--- config.mk ---
export PLATFORM = sky130hd
export DESIGN_NAME = ctrl_decode_stage
export DESIGN_NICKNAME = d
export VERILOG_FILES = /design/src/rtl/ctrl_pkg.sv /design/src/rtl/ctrl_decode_comb.sv /design/src/rtl/ctrl_decode_stage.sv
export SDC_FILE = /design/constraint.sdc
export NUM_CORES = 1
export LEC_CHECK = 0
export CAP_MARGIN = 25
export CORE_MARGIN = 2
export CORE_UTILIZATION = 43
export CTS_BUF_LIST = sky130_fd_sc_hd__clkbuf_8
export DETAILED_ROUTE_END_ITERATION = 12
export GPL_ROUTABILITY_DRIVEN = 0
export HOLD_SLACK_MARGIN = 0.02
export MAX_ROUTING_LAYER = met4
export PLACE_DENSITY = 0.87
export SLEW_MARGIN = 40
export SYNTH_ARGS = -nofsm -noshare
export SYNTH_HDL_FRONTEND = slang
export SYNTH_SLANG_ARGS = --single-unit
--- constraint.sdc ---
create_clock -name clk -period 4.15 [get_ports clk]
set_input_delay 0.83 -clock clk [delete_from_list [all_inputs] [get_ports clk]]
set_output_delay 0.83 -clock clk [all_outputs]
set_load 0.05 [all_outputs]
--- src/rtl/ctrl_pkg.sv ---
// rtl/ctrl_pkg.sv - shared opcodes, ALU codes, control bundle and stage state for the decode stage
package ctrl_pkg;

  localparam int OP_ADD  = 0;
  localparam int OP_SUB  = 1;
  localparam int OP_MUL  = 2;
  localparam int OP_DIV  = 3;
  localparam int OP_MOD  = 4;
  localparam int OP_CMP  = 5;
  localparam int OP_LAST_ALU = 13;
  localparam int OP_LD   = 14;
  localparam int OP_ST   = 15;
  localparam int OP_BEQ  = 16;
  localparam int OP_BGT  = 17;
  localparam int OP_B    = 18;
  localparam int OP_CALL = 19;
  localparam int OP_RET  = 20;

  // Every ALU code fits in 4 bits; the top level widens to its ALUW port.
  localparam int ALU_CODE_W = 4;
  localparam logic [ALU_CODE_W-1:0] ALU_ADD = 4'd0;
  localparam logic [ALU_CODE_W-1:0] ALU_CMP = 4'd13;

  typedef struct packed {
    logic [ALU_CODE_W-1:0] alusignal;
    logic                  isimm;
    logic                  iswb;
    logic                  isst;
    logic                  isld;
    logic                  isbeq;
    logic                  isbgt;
    logic                  isubranch;
    logic                  iscall;
    logic                  isret;
    logic                  illegal;
  } ctrl_bundle_t;

  typedef enum logic [1:0] {
    EMPTY   = 2'd0,
    FULL    = 2'd1,
    MC_WAIT = 2'd2
  } state_t;

endpackage

--- src/rtl/ctrl_decode_comb.sv ---
// rtl/ctrl_decode_comb.sv - combinational decode table: opcode, immediate flag, immediate to control bundle
module ctrl_decode_comb
  import ctrl_pkg::*;
#(
  parameter int OPW = 5,
  parameter int DW  = 32
) (
  input  logic [OPW-1:0] opcode,
  input  logic           i,
  input  logic [DW-1:0]  imm,
  output ctrl_bundle_t   bundle
);

  int unsigned op;

  // Only the sign bit of the immediate affects decode.
  logic unused_imm;
  assign unused_imm = ^imm[DW-2:0];

  always_comb begin
    bundle = '0;
    op     = 32'(opcode);
    if (op <= OP_LAST_ALU) begin
      bundle.alusignal = op[ALU_CODE_W-1:0];
      bundle.isimm     = i;
      bundle.iswb      = (op != OP_CMP);
      // Legacy rule: SUB with a negative immediate issues as ADD.
      if (op == OP_SUB && i && imm[DW-1]) bundle.alusignal = ALU_ADD;
    end else begin
      case (op)
        OP_LD: begin
          bundle.alusignal = ALU_ADD;
          bundle.isimm     = i;
          bundle.isld      = 1'b1;
          bundle.iswb      = 1'b1;
        end
        OP_ST: begin
          bundle.alusignal = ALU_ADD;
          bundle.isimm     = i;
          bundle.isst      = 1'b1;
        end
        OP_BEQ: begin
          bundle.alusignal = ALU_CMP;
          bundle.isimm     = i;
          bundle.isbeq     = 1'b1;
        end
        OP_BGT: begin
          bundle.alusignal = ALU_CMP;
          bundle.isimm     = i;
          bundle.isbgt     = 1'b1;
        end
        OP_B: begin
          bundle.alusignal = ALU_CMP;
          bundle.isimm     = i;
          bundle.isubranch = 1'b1;
        end
        OP_CALL: begin
          bundle.alusignal = ALU_CMP;
          bundle.isimm     = i;
          bundle.isubranch = 1'b1;
          bundle.iscall    = 1'b1;
          bundle.iswb      = 1'b1;
        end
        OP_RET: begin
          bundle.alusignal = ALU_CMP;
          bundle.isimm     = i;
          bundle.isubranch = 1'b1;
          bundle.isret     = 1'b1;
        end
        default: bundle.illegal = 1'b1;
      endcase
    end
  end

endmodule

--- src/rtl/ctrl_decode_stage.sv ---
// rtl/ctrl_decode_stage.sv - registered decode stage with valid/ready handshake and multi-cycle ALU stall
module ctrl_decode_stage
  import ctrl_pkg::*;
#(
  parameter int OPW     = 5,
  parameter int DW      = 32,
  parameter int ALUW    = 5,
  parameter int MUL_LAT = 3,
  parameter int DIV_LAT = 8
) (
  input  logic            clk,
  input  logic            rst,
  input  logic            flush,
  input  logic            in_valid,
  output logic            in_ready,
  input  logic [OPW-1:0]  in_opcode,
  input  logic            in_i,
  input  logic [DW-1:0]   in_imm,
  output logic            out_valid,
  input  logic            out_ready,
  output logic [ALUW-1:0] out_alusignal,
  output logic            out_isimm,
  output logic            out_iswb,
  output logic            out_isst,
  output logic            out_isld,
  output logic            out_isbeq,
  output logic            out_isbgt,
  output logic            out_isubranch,
  output logic            out_iscall,
  output logic            out_isret,
  output logic            out_illegal
);

  localparam int MAX_LAT = (MUL_LAT > DIV_LAT) ? MUL_LAT : DIV_LAT;
  localparam int CW      = $clog2(MAX_LAT) + 1;
  localparam logic [CW-1:0] MUL_LOAD = CW'(MUL_LAT - 1);
  localparam logic [CW-1:0] DIV_LOAD = CW'(DIV_LAT - 1);

  state_t       state_q, state_d;
  logic [CW-1:0] cnt_q, cnt_d;
  logic [CW-1:0] lat_q, lat_in;
  logic          mc_q, mc_in;
  ctrl_bundle_t  bundle_q, dec;
  logic          accept;

  ctrl_decode_comb #(.OPW(OPW), .DW(DW)) u_decode (
    .opcode (in_opcode),
    .i      (in_i),
    .imm    (in_imm),
    .bundle (dec)
  );

  // Stall length is fixed at accept so the held op needs no re-decode later.
  always_comb begin
    mc_in  = 1'b0;
    lat_in = '0;
    if (in_opcode == OPW'(OP_MUL)) begin
      mc_in  = 1'b1;
      lat_in = MUL_LOAD;
    end else if (in_opcode == OPW'(OP_DIV) || in_opcode == OPW'(OP_MOD)) begin
      mc_in  = 1'b1;
      lat_in = DIV_LOAD;
    end
  end

  assign out_valid = (state_q == FULL);
  assign in_ready  = (state_q == EMPTY) || ((state_q == FULL) && out_ready && !mc_q);
  assign accept    = in_valid && in_ready && !flush;

  always_comb begin
    state_d = state_q;
    cnt_d   = cnt_q;
    case (state_q)
      EMPTY: begin
        if (accept) state_d = FULL;
      end
      FULL: begin
        if (out_ready) begin
          if (mc_q) begin
            cnt_d   = lat_q;
            state_d = (lat_q != '0) ? MC_WAIT : EMPTY;
          end else begin
            state_d = accept ? FULL : EMPTY;
          end
        end
      end
      MC_WAIT: begin
        cnt_d = (cnt_q != '0) ? cnt_q - 1'b1 : '0;
        // Leave as the count reaches zero so the stall lasts exactly LAT-1 cycles.
        if (cnt_q <= CW'(1)) state_d = EMPTY;
      end
      default: state_d = EMPTY;
    endcase
    if (flush) begin
      state_d = EMPTY;
      cnt_d   = '0;
    end
  end

  always_ff @(posedge clk) begin
    if (rst) begin
      state_q  <= EMPTY;
      cnt_q    <= '0;
      lat_q    <= '0;
      mc_q     <= 1'b0;
      bundle_q <= '0;
    end else begin
      state_q <= state_d;
      cnt_q   <= cnt_d;
      if (accept) begin
        bundle_q <= dec;
        mc_q     <= mc_in;
        lat_q    <= lat_in;
      end
    end
  end

  assign out_alusignal = ALUW'(bundle_q.alusignal);
  assign out_isimm     = bundle_q.isimm;
  assign out_iswb      = bundle_q.iswb;
  assign out_isst      = bundle_q.isst;
  assign out_isld      = bundle_q.isld;
  assign out_isbeq     = bundle_q.isbeq;
  assign out_isbgt     = bundle_q.isbgt;
  assign out_isubranch = bundle_q.isubranch;
  assign out_iscall    = bundle_q.iscall;
  assign out_isret     = bundle_q.isret;
  assign out_illegal   = bundle_q.illegal;

endmodule
# --- After elaboration in Yosys (flattened, before gate mapping) ---
# Index checks and enable logic that the tools add are counted.
totals:
  ff_bits: 25
  elab_cells: 86
  output_inout_bits: 17
classes:
  reduce_logical: 22
  order_cmp: 2
  add_sub_neg: 1
  eq_ne: 18
  muxes: 28
op_table:
  columns: ["op", "n"]
  rows:
  - ["$eq 5x5->1 const B", 5]
  - ["$mux 4", 4]
  - ["$mux 1", 12]
  - ["$eq 5x2->1 const B", 2]
  - ["$eq 5x4->1 const B", 2]
  - ["$mux 2", 5]
  - ["$pmux 5 s2", 1]
  - ["$mux 8", 1]
  - ["$pmux 4 s2", 1]
  - ["$reduce_bool 4->1", 2]
  - ["$reduce_or 7->1", 1]
  - ["$logic_and 1x1->1", 6]
  - ["$mux 3", 2]
  - ["$mux 6", 1]
  - ["$pmux 2 s3", 1]
  - ["$reduce_and 3->1", 2]
  - ["$reduce_or 2->1", 3]
  - ["$eq 5x1->1 const B", 1]
  - ["$eq 5x3->1 const B", 1]
  - ["$le 5x4->1 const B", 1]
  - ["$ne 5x3->1 const B", 1]
  - ["$reduce_or 5->1", 1]
  - ["$le 4x1->1 const B", 1]
  - ["$ne 2x1->1 const B", 2]
  - ["9 further kinds", 12]

# --- Logic depth before layout (Yosys ltp) ---
logic_depth:
  depth_word: 10
  ltp_mapped: 5
  mapped_depth_nobuf: 4

# --- Hierarchy ---
# From an unflattened synthesis, not the netlist that was laid out.
unflattened:
  cells_unflattened: 137
  area_unflattened_um2: 1251.2
modules_own_cells:
  columns: ["mod", "instances", "area_per_inst_um2", "cells_per_inst", "seq_area_each_um2"]
  rows:
  - ["ctrl_decode_stage", 1, 964.7, 95, 440.4]
  - ["ctrl_decode_comb", 1, 286.5, 42, 0.0]

# --- Worst setup path before layout ---
# No wires, ideal clock.
synth_path:
  path_type: "in2out"
  from: "input out_ready"
  to: "output in_ready"
  setup_slack_ns: 1.606
  arrival_ns: 1.714
  t_required_ns: 3.320
  cell_stages: 2
  path_cell_list: "nand2b_1 -> a21oi_1"
synth_via:
  elab_chain_len: 3
synth_rtl:
  columns: ["item", "line_no", "text"]
  rows:
  - ["start, declared", "ctrl_decode_stage.sv:20", "input logic out_ready,"]
  - ["$logic_and 1x1->1 (2 in series)", "ctrl_decode_stage.sv:67", "assign in_ready = (state_q == EMPTY) || ((state_q == FULL) && out_ready && !mc_q);"]
  - ["$logic_or 1x1->1", "ctrl_decode_stage.sv:67", null]
  - ["end, declared", "ctrl_decode_stage.sv:15", "output logic in_ready,"]
# Every way passes these cells.

# --- Worst setup path in the final report ---
# Ends and elaborated chain as after synthesis.

==> results list <==
* Pin count of the biggest net entering global routing: 21
- Summed over all failing endpoints, the final setup total negative slack is 0 ns.
- Buffers added to address setup during post-CTS repair amount to 0.
* Detailed placer's ending HPWL: approximately 1.8 mm
- Synthesis produced between 100 and 150 cells.
- Setup repair after global routing left no endpoint under its margin.
- After detailed routing, the total wire length is roughly 2.6 mm.
- For flop-to-flop paths, the worst setup slack is between 2 and 2.5 ns.
- The cell family contributing the most delay on the critical path is buffers and inverters.
* Number of vias in the routed layout: between 1,000 and 1,500
- Max-Slew Margin vs Limit: 0.508
- Async set-or-reset flop fraction in the synthesized netlist: 0
- Area grow syn2layout: 29.9%
- The first global-routing pass estimated ~4.1 mm of wire.
* Hold Path Stages: 2
- Power dissipated by switching net loads: between 100 and 150 uW
- IO Count: 60
- Switching Share: 0.245
* Number of synthesized register bits: 22
- In the synthesized netlist the dominant register cell turns out to be dfxtp_1.
* Leakage Power: approximately 0.48 nW
- Combinational group share of total power: 0.162
- Core Box Area: approximately 2500 sq um
- For this run, the register share of the synthesized area comes to 0.397.
* Starting Density: 0.452
- Of the total power, registers draw 0.440.
* Root cell of the clock tree: clkbuf_8
- Antenna violations before repair: 0
- Vias in the first global route: around 990
- Reg2reg end: out_isst$_SDFFE_PP0P_
- Distinct cell type count of the synthesized netlist: 42
* # diodes: 0
- The number of hold violations in the final report is 0.
- Setup violations remaining at the end of the flow were counted as 0.
* Remaining DRCs: 0
- Summing internal, switching and leakage power gives around 500 uW.
- In the final layout, the share of cells above drive strength 1 is 0.0629.
* Power density over the cells: ~340 nW/um^2
- Result of the run: finished, final reports clean
* Type of element launching the critical path: primary input
- Once the clock tree was built, the resizer swapped 0 gates to a different size.
* CP max stage delay: between 0.8 and 0.9 ns
- Die H: ~55 microns
* RR Startpoint: state_q[1]$_SDFFE_PP0P_
- End-of-flow core utilization: 0.587
* Top cells by area, synth: dfxtp_1 40%, a21oi_1 7.7%, nand2_1 6.1%
- At the worst endpoint, the arrival time is about 2.4 ns.
* Slew Viols, Final: 0
- For this run, the number of Yosys warnings is 0.
- Total iterations of the first detailed-routing run: 4
- Based on the critical path, the design can be clocked at up to 306 MHz.
* Post-route worst setup slack: slightly below 0.9 ns
- The die covers between 3000 and 4000 sq um.
- Averaged over all synthesized cells, the footprint is 7.98 sq um.
- The count of nets left with antenna violations once routing finished came out at 0.
- For this design, the sink count on the clock tree is 22.
* Number of buffers inserted by hold repair at cts: 0
* Pre-CTS worst setup slack: 0.890 ns
- Counting the fill cells in the layout gives roughly 230.
- Excluding fillers, the count of instances in the completed layout stands at approximately 190.
- Die Span X: 54.8 microns
- Required time of the critical path: 3.32 ns
- Buffers on Ports: 27
- Of the available clock period, the critical path in the final layout requires 0.788.
- Yosys mapped a number of flops with a built-in enable equal to 0.
- TritonCTS clock tree: built
- Buffers from clock root to sink, at most: 2
* Portion of total power attributed to the clock network: 0.398
* Actual transition at the worst max-transition pin: approximately 0.73 ns
- Global routing finished with a remaining overflow of 0.
- H-tree lvl count: 1
- The worst register-to-register path has a depth of 4.
- Final instance area: 1440 sq um
- Clock-pin slew was measured on the worst setup and hold paths at 0.08 ns.
* Total cell area at the placement stage: 1370 sq um
* Type of the worst setup path: primary input to primary output
- Post-synth net total: about 180
* Cell seen most often among critical-path stages: clkdlybuf4s50_1
- Internal power: 375 uW
* Critical Path Sink Type: primary output
- Average wire per cell in the routed design: ~14 microns
* Post-synth top area share: 0.397
* GRT Overall Usage: 0.193
- Worst ir drop on vdd: between 0.2 and 0.25 mV
- Final net count: a little over 200
- Crit path max fanout: 3
- Subtracting the final worst setup slack from the clock period gives 3.27 ns.
* Biggest area consumer among synthesized cells: dfxtp_1
- On the final layout, the worst hold slack is around 0.46 ns.
* Number of buffers and inverters on the critical path: 2
- Site row count: 18
- Post-synth design cell area: 1110 sq um
- The startpoint identified for the worst hold timing path is out_alusignal[3]$_SDFFE_PP0P_.
- Post-detailed-route via-to-cell ratio: between 5 and 6
- Worst-case clock skew: 0.00249 ns
- Cell with the largest stage delay on the worst path: clkdlybuf4s50_1
- Worst hold path type: flop to flop
- The critical path goes through clkdlybuf4s50_1, nand2b_1, a21oi_1, clkdlybuf4s50_1.
- CTS Buf Count: 3
- Across the run, the number of max-cap violations was 0.
* Clock insertion delay at the later pin of the skew report: approximately 0.26 ns
- After detailed placement, the design holds a cell count of between 150 and 200.
* Count of routing violations after the opening detailed-route iteration: 26
- WHS Endpoint: out_alusignal[3]$_SDFFE_PP0P_
layout by cell type (no fill, tap or decap), drive strengths merged, types with 3 or more instances in the layout:
| cell type | n |
|---|---|
| o21ai | 5 |
| nor2 | 9 |
| a21oi | 17 |
| nand4 | 3 |
| a211oi | 3 |
| nand3 | 4 |
| clkbuf | 3 |
| clkdlybuf4s50 | 27 |
| nor2b | 4 |
| inv | 4 |
| or4 | 3 |
| nand2 | 18 |
| dfxtp | 22 |
| nand2b | 4 |
how the worst max path moves through the flow:
stage / from / slack (ns) / end / cells past startpoint
final: out_ready / 0.88 / in_ready / 4
after global routing: out_ready / 0.84 / in_ready / 4
after floorplan: out_ready / 1.61 / in_ready / 2
after CTS: out_ready / 0.88 / in_ready / 4
after global placement: out_ready / 0.92 / in_ready / 4
after detailed placement: out_ready / 0.89 / in_ready / 4
routing by layer:
layer / GRT usage / up-vias / share of wire
li1: - / 541 / -
met1: 0.235 / 502 / 0.46
met2: 0.317 / 51 / 0.46
met3: 0.0355 / 3 / 0.069
met4: 0.0667 / 0 / 0.010
met5: - / - / 0
worst min-delay path, stage by stage (launching register included):
cell,delay [ns]
dfxtp_1,0.32
nand2_1,0.05
a21oi_1,0.05
power by group through the flow:
stage	sequential [mW]	combinational (mW)	clock (mW)
floorplan	0.237	0.0408	0
finish	0.219	0.0804	0.198
global route	0.220	0.0855	0.211
detailed placement	0.224	0.0790	0
global placement	0.223	0.0772	0
CTS	0.219	0.0799	0.203
cells in the mapped netlist, types with 2 or more instances:
library cell	number
a211oi_1	3
a21oi_1	17
buf_2	2
clkbuf_1	8
dfxtp_1	22
inv_1	4
nand2_1	18
nand2b_1	4
nand3_1	4
nand4_1	3
nand4b_1	2
nor2_1	9
nor2b_1	4
nor3_1	2
nor4_1	2
o211ai_1	2
o21ai_0	5
o32ai_1	2
or4_1	3
kinds of logic (layout without fill, tap and decap cells):
family / count (synthesis) / in the layout / share of synthesized area
and+or+nand+nor: 58 / 58 / 0.280
AOI/OAI and AO/OA: 41 / 41 / 0.245
DFF: 22 / 22 / 0.397
buffers and inverters: 15 / 35 / 0.0564
other: 1 / 1 / 0.00338
xor gates and xnor gates: 1 / 1 / 0.00790
muxes: 1 / 1 / 0.0102
final cells by class:
type | instances | area (sq um) | area share
multi-input cells | 102 | 606 | 0.421
flip-flops and latches | 22 | 440 | 0.306
repair buffers | 27 | 270 | 0.188
clock buffers | 3 | 41.3 | 0.0287
well taps | 30 | 37.5 | 0.0261
clock inverters | 1 | 30.0 | 0.0209
inverters | 4 | 15.0 | 0.0104
(Power assumes the default switching activity.)
